==> src/rtl/mc_cu.sv <==
// mc_cu: multi-cycle control unit for the RV32I datapath.
//
// Each instruction is sequenced through FETCH -> DECODE -> EXEC -> (MEM) -> (WB).
// The unit shares one instruction/data memory and waits on mem_ready.
// It traps on an illegal opcode or on a memory timeout, and leaves TRAP on trap_clr.
//
// Optional feature: define MC_CU_INSTRET_EN to add the instret port.
// instret is a retired-instruction counter that increments on every PCWrite.
//
// Ports:
//   clk, rst_n        rising-edge clock, synchronous active-low reset
//   opcode            instr[6:0] from the instruction register, sampled in DECODE
//   mem_ready         memory completes the current read/write this cycle
//   trap_clr          leave TRAP and restart at FETCH
//   ALUSrc, MemtoReg, Branch, Jump, Jalr, ALUOp
//                     class controls, registered on DECODE->EXEC
//   MemRead, MemWrite, RegWrite, IRWrite, PCWrite, instr_fetch
//                     state-gated strobes
//   state             FETCH=0 DECODE=1 EXEC=2 MEM=3 WB=4 TRAP=7
//   trap, trap_cause  trap flag; cause 01 = illegal opcode, 10 = memory timeout
//   instret           retired instruction count (MC_CU_INSTRET_EN only)
module mc_cu #(
  parameter int MEM_TIMEOUT = 16,
  parameter int TO_W        = 5,
  parameter int CNT_W       = 32
) (
  input  logic       clk,
  input  logic       rst_n,
  input  logic [6:0] opcode,
  input  logic       mem_ready,
  input  logic       trap_clr,
  output logic       ALUSrc,
  output logic       MemtoReg,
  output logic       Branch,
  output logic       Jump,
  output logic       Jalr,
  output logic [1:0] ALUOp,
  output logic       MemRead,
  output logic       MemWrite,
  output logic       RegWrite,
  output logic       IRWrite,
  output logic       PCWrite,
  output logic       instr_fetch,
  output logic [2:0] state,
  output logic       trap,
  output logic [1:0] trap_cause
`ifdef MC_CU_INSTRET_EN
  ,
  output logic [CNT_W-1:0] instret
`endif
);

  localparam logic [2:0] S_FETCH  = 3'd0;
  localparam logic [2:0] S_DECODE = 3'd1;
  localparam logic [2:0] S_EXEC   = 3'd2;
  localparam logic [2:0] S_MEM    = 3'd3;
  localparam logic [2:0] S_WB     = 3'd4;
  localparam logic [2:0] S_TRAP   = 3'd7;

  localparam logic [6:0] OP_R    = 7'b0110011;
  localparam logic [6:0] OP_I    = 7'b0010011;
  localparam logic [6:0] OP_LD   = 7'b0000011;
  localparam logic [6:0] OP_ST   = 7'b0100011;
  localparam logic [6:0] OP_BR   = 7'b1100011;
  localparam logic [6:0] OP_JAL  = 7'b1101111;
  localparam logic [6:0] OP_JALR = 7'b1100111;

  // Last wait-count value before a timeout fires; unused when MEM_TIMEOUT is 0.
  localparam logic [TO_W-1:0] TO_LAST = TO_W'((MEM_TIMEOUT > 0) ? MEM_TIMEOUT - 1 : 0);

  logic [2:0]      next_state;
  logic [TO_W-1:0] wait_cnt;
  logic            is_load;
  logic            is_store;
  logic            legal;
  logic            mem_wait;
  logic            timeout;
  logic            d_alusrc;
  logic            d_memtoreg;
  logic            d_branch;
  logic            d_jump;
  logic            d_jalr;
  logic            d_load;
  logic            d_store;
  logic [1:0]      d_aluop;

  always_comb begin
    d_alusrc   = 1'b0;
    d_memtoreg = 1'b0;
    d_branch   = 1'b0;
    d_jump     = 1'b0;
    d_jalr     = 1'b0;
    d_load     = 1'b0;
    d_store    = 1'b0;
    d_aluop    = 2'b00;
    legal      = 1'b1;
    case (opcode)
      OP_R:    d_aluop = 2'b10;
      OP_I:    begin d_alusrc = 1'b1; d_aluop = 2'b11; end
      OP_LD:   begin d_alusrc = 1'b1; d_memtoreg = 1'b1; d_load = 1'b1; end
      OP_ST:   begin d_alusrc = 1'b1; d_store = 1'b1; end
      OP_BR:   begin d_branch = 1'b1; d_aluop = 2'b01; end
      OP_JAL:  d_jump = 1'b1;
      OP_JALR: begin d_jalr = 1'b1; d_alusrc = 1'b1; end
      default: legal = 1'b0;
    endcase
  end

  // A memory wait is any FETCH/MEM cycle without mem_ready.
  // mem_ready therefore always wins over the timeout.
  assign mem_wait = ((state == S_FETCH) || (state == S_MEM)) && !mem_ready;
  assign timeout  = (MEM_TIMEOUT != 0) && mem_wait && (wait_cnt == TO_LAST);

  always_comb begin
    next_state = state;
    case (state)
      S_FETCH: begin
        if (mem_ready)    next_state = S_DECODE;
        else if (timeout) next_state = S_TRAP;
      end
      S_DECODE: next_state = legal ? S_EXEC : S_TRAP;
      S_EXEC: begin
        if (Branch)                  next_state = S_FETCH;
        else if (is_load || is_store) next_state = S_MEM;
        else                          next_state = S_WB;
      end
      S_MEM: begin
        if (mem_ready)    next_state = is_load ? S_WB : S_FETCH;
        else if (timeout) next_state = S_TRAP;
      end
      S_WB:    next_state = S_FETCH;
      S_TRAP:  if (trap_clr) next_state = S_FETCH;
      default: next_state = S_FETCH;
    endcase
  end

  always_ff @(posedge clk) begin
    if (!rst_n) begin
      state      <= S_FETCH;
      ALUSrc     <= 1'b0;
      MemtoReg   <= 1'b0;
      Branch     <= 1'b0;
      Jump       <= 1'b0;
      Jalr       <= 1'b0;
      ALUOp      <= 2'b00;
      is_load    <= 1'b0;
      is_store   <= 1'b0;
      trap_cause <= 2'b00;
      wait_cnt   <= '0;
    end else begin
      state <= next_state;
      // Class controls only move on a legal decode.
      // An illegal opcode keeps the previous instruction's values.
      if (state == S_DECODE && legal) begin
        ALUSrc   <= d_alusrc;
        MemtoReg <= d_memtoreg;
        Branch   <= d_branch;
        Jump     <= d_jump;
        Jalr     <= d_jalr;
        ALUOp    <= d_aluop;
        is_load  <= d_load;
        is_store <= d_store;
      end
      if (state == S_DECODE && !legal)
        trap_cause <= 2'b01;
      else if (timeout)
        trap_cause <= 2'b10;
      else if (state == S_TRAP && trap_clr)
        trap_cause <= 2'b00;
      // Count only while waiting in the same state; saturate at all-ones.
      if (mem_wait && next_state == state) begin
        if (wait_cnt != '1) wait_cnt <= wait_cnt + TO_W'(1);
      end else begin
        wait_cnt <= '0;
      end
    end
  end

  assign instr_fetch = (state == S_FETCH);
  assign MemRead     = (state == S_FETCH) || (state == S_MEM && is_load);
  assign MemWrite    = (state == S_MEM) && is_store;
  assign RegWrite    = (state == S_WB);
  assign IRWrite     = (state == S_FETCH) && mem_ready;
  // Exactly one PC commit per retired instruction:
  // branch in EXEC, store on MEM completion, everything else in WB.
  assign PCWrite     = ((state == S_EXEC) && Branch) ||
                       ((state == S_MEM) && is_store && mem_ready) ||
                       (state == S_WB);
  assign trap        = (state == S_TRAP);

`ifdef MC_CU_INSTRET_EN
  always_ff @(posedge clk) begin
    if (!rst_n)       instret <= '0;
    else if (PCWrite) instret <= instret + CNT_W'(1);
  end
`else
  // No retired-instruction counter in this build.
`endif

endmodule

==> config.mk <==
export PLATFORM = sky130hd
export DESIGN_NAME = mc_cu
export DESIGN_NICKNAME = d
export VERILOG_FILES = /design/src/rtl/mc_cu.sv
export SDC_FILE = /design/constraint.sdc
export NUM_CORES = 1
export LEC_CHECK = 0
export CORE_MARGIN = 4
export CORE_UTILIZATION = 35
export CTS_BUF_LIST = sky130_fd_sc_hd__clkbuf_16
export CTS_CLUSTER_SIZE = 20
export DETAILED_ROUTE_END_ITERATION = 10
export HOLD_SLACK_MARGIN = 0.05
export PLACE_DENSITY = 0.62
export SLEW_MARGIN = 40
export SYNTH_ARGS = -nofsm -noshare
export SYNTH_HDL_FRONTEND = slang
export SYNTH_SLANG_ARGS = --single-unit
==> constraint.sdc <==
create_clock -name clk -period 4.3 [get_ports clk]
set_input_delay 0.43 -clock clk [delete_from_list [all_inputs] [get_ports clk]]
set_output_delay 0.43 -clock clk [all_outputs]
set_load 0.01 [all_outputs]
==> flow_summary.yaml, run 1 <==
outcome:
  status: "finished clean"
global_routing:
  grt_max_degree: 17
  track_usage_pct: 13.10
  grt_antenna_before_repair: 0
  gr-total-overflow: 0
  grt_pass1_vias: 948
  grt_pass1_wl_um: 4278
worst_setup_path:
  path_delay_family: "buffers and inverters"
  crit_top_cell: "clkdlybuf4s50_1"
  r2r-start: "state[0]$_SDFF_PN0_"
  worstReg2RegEnd: "ALUOp[0]$_SDFFE_PN0P_"
  critPathCaptureType: "primary output"
  crit_type: "in2out"
  critPathRequiredTime_ns: 3.87
  cp_max_fo: 5
  rrSetupSlack_ns: 2.51
  critPathLaunchType: "input port"
  arrival_ns: 1.90
  path_buf_inv: 2
  reg2regPathDepth: 3
  slowest_delay_ns: 0.55
  cp_slowest_cell: "clkdlybuf4s50_1"
  cp_cell_sequence: "clkdlybuf4s50_1 > nand3_1 > o21ai_0 > nand2_1 > o21bai_1 > clkdlybuf4s50_1"
floorplan:
  die_area_mm2: 0.003968
  dieWidth_um: 63.00
  coreArea_mm2: 0.002829
  io_pins: 30
  rows: 19
  initial_core_util_pct: 37.42
  die_y_um: 63.00
clock_network:
  clkSinkCount: 18
  clk_pin_slew_worst_paths_ns: 0.05
  hold_buffers: 0
  post_cts_buffers: 0
  clock_path_buffers: 2
  cts_tree: "yes"
  cts-root-buf: "clkbuf_16"
  cts.repair.resized: 0
  clock_latency_ns: 0.25
  numCtsBuffers: 3
  cts.htree.levels: 1
timing:
  skew_ns: 0.001295
  drv_slew: 0
  rsz0062_at_grt: "false"
  finalHoldViolCount: 0
  maxSlewHeadroom_pct: 56.27
  max_freq_ghz: 0.4295
  fin_crit_ns: 2.328
  worst_slew_pin_slew_ns: 0.6559
  tns_ns: 0
  whs_ns: 0.4733
  setup_viol: 0
  fin_crit_sh_pct: 54.15
layout:
  antennaDiodeCount: 0
  final_cell_area_mm2: 0.001418
  nFillCells: 293
  drive_gt1_share_pct: 7.190
  area_growth_pct: 33.92
  finish.utilization_pct: 50.11
  stdcell_count: 184
  nets: 169
detailed_routing:
  dr.pass1.iters: 4
  first_iter_violations: 52
  viasPerCell: 5.549
  vias: 1021
  top_layer: "met4"
  wl_um: 2471
  drc: 0
  detail-route-antenna-nets: 0
  wl_met1_um: 1208
  wl_per_cell_um: 13.43
  routed-wl-met3_um: 120
  dr_wl_met2_um: 1094
yosys:
  synth_flop_cell: "dfxtp_1"
  synth_fp_nets: 140
  synth_warnings: 0
  synth_edf_count: 0
  postSynthAreaPerCell_um2: 8.401
  synth_async_sr_flop_share_pct: 0
  synth_area_mm2: 0.001059
  netlist_instances: 126
  seq_area_frac_synth_pct: 34.04
  ys_types: 43
  synth-seq-cells: 18
worst_hold_path:
  hold_path_startpoint: "ALUOp[0]$_SDFFE_PN0P_"
  hold_depth: 2
  worstHoldEndpoint: "ALUOp[0]$_SDFFE_PN0P_"
  hold_class: "reg2reg"
place:
  dp.cells: 181
  dpl.hpwl_um: 1813
  postPlaceCellArea_mm2: 0.001343
  port_buffers: 29
  gp_congestion: 0.8130
run:
  drv_cap: 0
power_and_ir_drop:
  power.leakage_uw: 0.0005231
  power.density_mw_per_mm2: 338.7
  ir_drop_v: 0.0001053
## kinds of logic (layout without fill, tap and decap cells)
family          count (synthesis)  in the layout  synth area share, %
mux                             1              1               0.9457
compound gates                 27             27                19.15
flops                          18             18                34.04
xor+xnor                        4              4                3.310
simple gates                   64             64                33.34
buf+inv                         9             36                5.673
fa+ha+maj                       3              3                3.546
## routing by layer
layer	global-route usage, %	up-vias
met5	0	-
met4	5.785	0
met1	17.59	476
met2	20.03	27
li1	-	513
met3	2.698	5
## sequential cells by signal, summed over array words and instances (netlist names)
signal / cells
state: 3
Jump: 1
Jalr: 1
is_store: 1
is_load: 1
wait_cnt: 5
Branch: 1
ALUOp: 2
ALUSrc: 1
trap_cause: 2
## layout make-up
class	count	area [um^2]	area share, %
Sequential cell	18	360.3	25.42
Tap cell	31	38.79	2.736
Multi-Input combinational cell	99	638.1	45.01
Timing Repair Buffer	29	290.3	20.48
Clock buffer	3	75.07	5.296
Inverter	4	15.01	1.059
## synthesized netlist by cell type (all sizes together) (2+ instances only)
| cell | count | share of area, % |
|---|---|---|
| a21oi | 4 | 1.9 |
| and2 | 4 | 2.5 |
| and3 | 5 | 3.0 |
| and3b | 2 | 2.0 |
| buf | 4 | 3.5 |
| dfxtp | 18 | 34 |
| ha | 3 | 3.5 |
| inv | 4 | 1.4 |
| nand2 | 11 | 3.9 |
| nand3 | 11 | 5.2 |
| nand4b | 2 | 1.7 |
| nor2 | 13 | 4.6 |
| nor2b | 2 | 1.2 |
| nor3 | 7 | 3.3 |
| nor3b | 2 | 2.5 |
| o211ai | 2 | 1.9 |
| o21a | 2 | 1.4 |
| o21ai | 7 | 3.3 |
| o31ai | 3 | 2.6 |
| o41ai | 2 | 1.7 |
| xnor2 | 2 | 1.7 |
| xor2 | 2 | 1.7 |
## layout by cell type, fill, tap and decap left out, types with 3 or more instances in the layout
cell             netlist  layout
clkdlybuf4s50_1        0      29
dfxtp_1               18      18
nor2_1                13      13
nand2_1               11      11
nand3_1               11      11
nor3_1                 7       7
and3_1                 5       5
o21ai_0                5       5
inv_1                  4       4
a21oi_1                4       4
and2_1                 3       3
ha_1                   3       3
clkbuf_16              0       3
## worst register-to-register path: stages (launching register included)
cell	delay [ns]
dfxtp_1	0.60
nor3b_4	0.28
o2111ai_2	0.37
o41ai_1	0.44
## through the flow
stage	worst slack, ns	total power, uW
4_1_cts	1.966	485.5
6_report	1.972	480.1
3_3_place_gp	2.003	300.9
2_1_floorplan	2.761	254.5
5_1_grt	1.893	504.6
3_5_place_dp	1.969	301.4
## report_power, final
part	total, uW	internal, uW	leakage (uW)	switching, uW
Combinational	107	58.4	0.000340	48.2
Clock	182	122	0.0000370	59.8
Sequential	191	174	0.000146	17.3
## how the worst max path moves through the flow
stage,from,to,slack (ns),cells after the start
4_1_cts,mem_ready,PCWrite,1.97,6
2_1_floorplan,wait_cnt[0]$_SDFFE_PN0P_,state[2]$_SDFF_PN0_,2.76,6
5_1_grt,mem_ready,PCWrite,1.89,6
6_report,mem_ready,PCWrite,1.97,6
3_5_place_dp,mem_ready,PCWrite,1.97,6
3_3_place_gp,mem_ready,PCWrite,2.00,6
(Power assumes the default switching activity.)
==> inputs of run 2 (changes only) <==
--- a/config.mk
+++ b/config.mk
@@ -11,7 +11,7 @@
 export CTS_CLUSTER_SIZE = 20
 export DETAILED_ROUTE_END_ITERATION = 10
 export HOLD_SLACK_MARGIN = 0.05
-export PLACE_DENSITY = 0.62
+export PLACE_DENSITY = 0.64
 export SLEW_MARGIN = 40
 export SYNTH_ARGS = -nofsm -noshare
 export SYNTH_HDL_FRONTEND = slang
==> constraint.sdc (replaced) <==
create_clock -name clk -period 2.1 [get_ports clk]
set_input_delay 0.21 -clock clk [delete_from_list [all_inputs] [get_ports clk]]
set_output_delay 0.21 -clock clk [all_outputs]
set_load 0.01 [all_outputs]
==> run 2 against run 1 <==
  * Utilization grew 1.2 points
  * Via count rose by 2.8%
  * Critical path depth down 3
  * Flip-flop and latch count stayed put
  * Largest cell class unchanged
==> flow_summary.yaml, run 2 (synthesis results as in run 1) <==
detailed_routing:
  drc: 0
  wl_per_cell_um: 13.53
  dr.pass1.iters: 4
  viasPerCell: 5.556
  vias: 1050
  first_iter_violations: 60
  detail-route-antenna-nets: 0
  wl_um: 2558
place:
  gp_congestion: 0.8775
  postPlaceCellArea_mm2: 0.001373
  place_ws_ns: 0.1437
  dpl.hpwl_um: 1961
  port_buffers: 29
layout:
  final_common_cell: "clkdlybuf4s50_1"
  top_regs: "wait_cnt (5), state (3)"
  final_cell_area_mm2: 0.001453
  nets: 173
  antennaDiodeCount: 0
  regMostFlops: "wait_cnt"
  area_growth_pct: 37.23
  drive_gt1_share_pct: 10.13
  mostFrequentLayoutCells: "29 x clkdlybuf4s50_1, 17 x dfxtp_1, 13 x nor2_1, 11 x nand2_1, 11 x nand3_1"
  largest_reg_flops: 5
timing:
  fin_crit_ns: 1.987
  fin_crit_sh_pct: 94.62
  maxSlewHeadroom_pct: 57.99
  worst_slew_pin_slew_ns: 0.6301
  tns_ns: 0
  whs_ns: 0.4652
  drv_slew: 0
  skew_ns: 0.001215
  max_freq_ghz: 0.5033
  setup_viol: 0
  setup_ws_ns: 0.1130
  finalHoldViolCount: 0
  rsz0062_at_grt: "false"
clock_network:
  cts_tree: "yes"
  clock_latency_ns: 0.25
  cts.htree.levels: 1
  numCtsBuffers: 3
  clock_path_buffers: 2
  hold_buffers: 0
  clkSinkCount: 18
  clk_pin_slew_worst_paths_ns: 0.05
  cts-root-buf: "clkbuf_16"
floorplan:
  die_area_mm2: 0.003968
  die_y_um: 63.00
  io_pins: 30
  coreArea_mm2: 0.002829
  initial_core_util_pct: 37.42
  dieWidth_um: 63.00
  rows: 19
worst_setup_path:
  cp-startpoint: "state[2]$_SDFF_PN0_"
  critPathRequiredTime_ns: 1.89
  critPathLaunchType: "flip-flop"
  cp_max_fo: 15
  slowest_delay_ns: 0.64
  cp_cell_sequence: "and2_1 > o21bai_1 > clkdlybuf4s50_1"
  crit_type: "reg2out"
  arrival_ns: 1.78
  path_delay_family: "flip-flops"
  path_buf_inv: 1
  r2r-start: "state[1]$_SDFF_PN0_"
  critPathCaptureType: "primary output"
  cp_slowest_cell: "dfxtp_1"
worst_hold_path:
  hold_path_startpoint: "trap_cause[1]$_SDFFE_PP0P_"
  hold_class: "reg2reg"
power_and_ir_drop:
  power.density_mw_per_mm2: 687.1
  power.leakage_uw: 0.0005450
  ir_drop_v: 0.0003135
global_routing:
  grt_max_degree: 16
  track_usage_pct: 13.16
  grt_antenna_before_repair: 0
  grt_pass1_vias: 981
  gr-total-overflow: 0
  grt_pass1_wl_um: 4374
run:
  drv_cap: 0
outcome:
  status: "finished clean"
run 2: stage by stage:
| step | total power (uW) | utilization [%] | cells |
|---|---|---|---|
| 3_3_place_gp | 622.0 | 48.52 | 185 |
| 3_5_place_dp | 627.5 | 48.52 | 185 |
| 2_1_floorplan | 521.2 | - | 126 |
| 6_report | 998.1 | 51.35 | 189 |
| 5_1_grt | 1049 | 51.35 | 189 |
| 4_1_cts | 1009 | 51.30 | 189 |
run 2: layer usage:
metal / part of all wire (%) / routed length (um) / GRT usage [%] / vias up
met5: 0 / 0 / 0 / -
li1: - / - / - / 526
met4: 1.5 / 38 / 4.959 / 0
met3: 4.6 / 118 / 1.619 / 5
met1: 48 / 1226 / 17.01 / 486
met2: 46 / 1174 / 22.13 / 33
run 2: worst paths after layout:
path | endpoint | slack, ns | cells past startpoint
min reg2reg | trap_cause[1]$_SDFFE_PP0P_ | 0.47 | 2
max reg2reg | is_load$_SDFFE_PN0P_ | 0.37 | 4
max | PCWrite | 0.11 | 3
min | trap_cause[1]$_SDFFE_PP0P_ | 0.47 | 2
run 2: area by class of cell:
cell class                 count  area (um^2)
tap                           31        38.79
timing repair buffer          33        320.3
fill                         282         1376
inverter                       4        15.01
clock buffer                   3        75.07
sequential                    18        361.6
multi-input combinational     99        638.1
clock inverter                 1        3.754
run 2: worst register-to-register path, delay by kind of cell (launching register included):
kind | cells | cell delay, ns
AOI/OAI and AO/OA | 2 | 0.82
buffers and inverters | 1 | 0.20
DFF | 1 | 0.41
and+or+nand+nor | 1 | 0.20
run 2: power breakdown:
part / leakage (uW) / total (uW) / switching [uW] / internal, uW
Combinational: 0.000360 / 231 / 105 / 126
Sequential: 0.000146 / 390 / 32.4 / 357
Clock: 0.0000385 / 377 / 125 / 253
Total: 0.000545 / 998 / 262 / 736
run 2: timing repair:
action / CTS / global route
hold endpoints to repair: 0 / 0
resized for setup: 0 / 1
setup buffers: 0 / 0
setup endpoints to repair: 0 / 3
==> inputs of run 3 (changes only) <==
--- a/config.mk
+++ b/config.mk
@@ -5,13 +5,15 @@
 export SDC_FILE = /design/constraint.sdc
 export NUM_CORES = 1
 export LEC_CHECK = 0
+export ABC_AREA = 1
+export CAP_MARGIN = 0
 export CORE_MARGIN = 4
 export CORE_UTILIZATION = 35
 export CTS_BUF_LIST = sky130_fd_sc_hd__clkbuf_16
 export CTS_CLUSTER_SIZE = 20
 export DETAILED_ROUTE_END_ITERATION = 10
 export HOLD_SLACK_MARGIN = 0.05
-export PLACE_DENSITY = 0.64
+export PLACE_DENSITY = 0.61
 export SLEW_MARGIN = 40
 export SYNTH_ARGS = -nofsm -noshare
 export SYNTH_HDL_FRONTEND = slang
==> constraint.sdc (replaced) <==
create_clock -name clk -period 2.6 [get_ports clk]
set_input_delay 0.26 -clock clk [delete_from_list [all_inputs] [get_ports clk]]
set_output_delay 0.26 -clock clk [all_outputs]
set_load 0.01 [all_outputs]
==> run 3 against run 2 <==
  * Cell count is 15% higher
  * Combinational power is 11% higher
  * Clock skew is 0.00058 ns higher
  * Sequential share of layout area is 0.59 points lower
  * Critical endpoint unchanged
  * Largest cell class unchanged
==> flow_summary.yaml, run 3 <==
worst_setup_path:
  critPathLaunchType: "flip-flop"
  critPathCaptureType: "primary output"
  path_buf_inv: 2
  cp_slowest_cell: "clkdlybuf4s50_1"
  cp_max_fo: 5
  cp_cell_sequence: "inv_1 > nand3_1 > nor2_1 > a21oi_1 > o21ai_0 > clkdlybuf4s50_1"
  worst-path-stages: 6
  crit_type: "reg2out"
  slowest_delay_ns: 0.56
  reg2regPathDepth: 10
  arrival_ns: 1.77
  path_delay_family: "buffers and inverters"
  critPathRequiredTime_ns: 2.34
detailed_routing:
  dr.pass1.iters: 4
  wl_per_cell_um: 11.79
  first_iter_violations: 35
  detail-route-antenna-nets: 0
  wl_um: 2571
  vias: 1063
  drc: 0
  viasPerCell: 4.876
timing:
  finalHoldViolCount: 0
  tns_ns: 0
  drv_slew: 0
  fin_crit_ns: 2.035
  rsz0062_at_grt: "false"
  worst_slew_pin_slew_ns: 0.2699
  maxSlewHeadroom_pct: 81.87
  skew_ns: 0.001795
  fin_crit_sh_pct: 78.26
  setup_ws_ns: 0.5651
  setup_viol: 0
  max_freq_ghz: 0.4914
yosys:
  synth_warnings: 0
  synth_area_mm2: 0.001075
  synth_fp_nets: 168
  synth-seq-cells: 18
  netlist_instances: 154
  synth_most_common_cell: "nand2_1"
  postSynthAreaPerCell_um2: 6.979
  synth_flop_cell: "dfxtp_1"
  synthTopCellsByCount: "27 x nand2_1, 26 x nor2_1, 18 x dfxtp_1"
  synth_top_cell_area_share_pct: 33.53
  yosys.area.top_type: "dfxtp_1"
  synthTopCellsByArea: "dfxtp_1 34%, nand2_1 9.4%, nor2_1 9.1%"
  seq_area_frac_synth_pct: 33.53
  synth_async_sr_flop_share_pct: 0
  ys_types: 24
  synth_edf_count: 0
layout:
  finish.utilization_pct: 51.97
  regMostFlops: "wait_cnt"
  area_growth_pct: 37.95
  final_cell_area_mm2: 0.001483
  drive_gt1_share_pct: 18.18
  mostFrequentLayoutCells: "29 x clkdlybuf4s50_1, 27 x nand2_1, 26 x nor2_1, 18 x dfxtp_1, 15 x inv_1"
  largest_reg_flops: 5
  nets: 202
  top_regs: "wait_cnt (5), state (3)"
  final_common_cell: "clkdlybuf4s50_1"
  antennaDiodeCount: 0
floorplan:
  coreArea_mm2: 0.002853
  initial_core_util_pct: 37.68
  die_y_um: 63.42
  io_pins: 30
  dieWidth_um: 63.42
  rows: 19
  die_area_mm2: 0.004021
clock_network:
  clkSinkCount: 18
  clk_pin_slew_worst_paths_ns: 0.05
  cts_tree: "yes"
  cts-root-buf: "clkbuf_16"
  hold_buffers: 0
  numCtsBuffers: 3
  cts.repair.resized: 0
  clock_path_buffers: 2
  cts.htree.levels: 1
  clock_latency_ns: 0.25
  post_cts_buffers: 0
power_and_ir_drop:
  power.density_mw_per_mm2: 593.4
  power.leakage_uw: 0.0006120
  ir_drop_v: 0.0003115
place:
  postPlaceCellArea_mm2: 0.001404
  dpl.hpwl_um: 2137
  port_buffers: 29
  place_ws_ns: 0.7612
  gp_congestion: 0.8399
global_routing:
  grt_max_degree: 11
  gr-total-overflow: 0
  grt_pass1_wl_um: 4554
  grt_antenna_before_repair: 0
  grt_pass1_vias: 1100
  track_usage_pct: 13.98
outcome:
  status: "finished clean"
worst_hold_path:
  hold_class: "reg2reg"
  hold_depth: 2
run:
  drv_cap: 0
-- run 3: worst reg2reg max path, stage by stage (launching register included) --
cell and delay (ns):
dfxtp_1 0.33, ha_1 0.22, and3_1 0.21, ha_1 0.18
inv_1 0.08, nand2_1 0.09, nand2_4 0.09, nand2_2 0.05
a21oi_2 0.12, nand2_2 0.10, nor2_1 0.11
-- run 3: power by group --
part / leakage [uW] / total, uW / internal (uW) / switching [uW]
logic: 0.000428 / 256 / 119 / 137
clock network: 0.0000385 / 310 / 204 / 105
registers: 0.000146 / 314 / 294 / 20.5
total: 0.000612 / 880 / 617 / 263
-- run 3: stage by stage --
stage,total power (uW),hold slack [ns],std cells
6_report,879.9,0.4819,218
5_1_grt,934.2,0.5254,218
4_1_cts,889.0,0.4827,218
3_5_place_dp,579.7,0.4661,214
3_3_place_gp,575.8,0.4690,214
2_1_floorplan,463.4,0.3804,154
-- run 3: final timing paths --
path / to / from / slack (ns)
max: PCWrite / state[2]$_SDFF_PN0_ / 0.57
min: ALUOp[0]$_SDFFE_PN0P_ / ALUOp[0]$_SDFFE_PN0P_ / 0.48
max reg2reg: wait_cnt[0]$_SDFFE_PN0P_ / wait_cnt[0]$_SDFFE_PN0P_ / 0.97
min reg2reg: ALUOp[0]$_SDFFE_PN0P_ / ALUOp[0]$_SDFFE_PN0P_ / 0.48
-- run 3: cells by family after synthesis --
kind of cell             after synthesis  synth area share (%)
adder cells (fa/ha/maj)                3                 3.493
XOR/XNOR                               3                 2.445
AND/OR/NAND/NOR                       89                 41.21
multiplexers                           1                0.9314
AO/OA/AOI/OAI                         20                 11.41
buffers and inverters                 20                 6.985
flip-flops                            18                 33.53
-- run 3: area by class of cell --
cell class	instances	area, um^2
clock buffers	3	75.07
clock inverters	1	3.754
fillers	304	1370
inverters	20	75.07
multi-input cells	116	639.4
flip-flops and latches	18	360.3
well taps	31	38.79
repair buffers	29	290.3
-- run 3: layer usage --
metal	global-route usage (%)	routed length, um	vias to the layer above
met3	4.973	147	4
met5	0	0	-
li1	-	-	556
met2	24.38	1194	34
met4	3.235	23	0
met1	16.23	1206	469
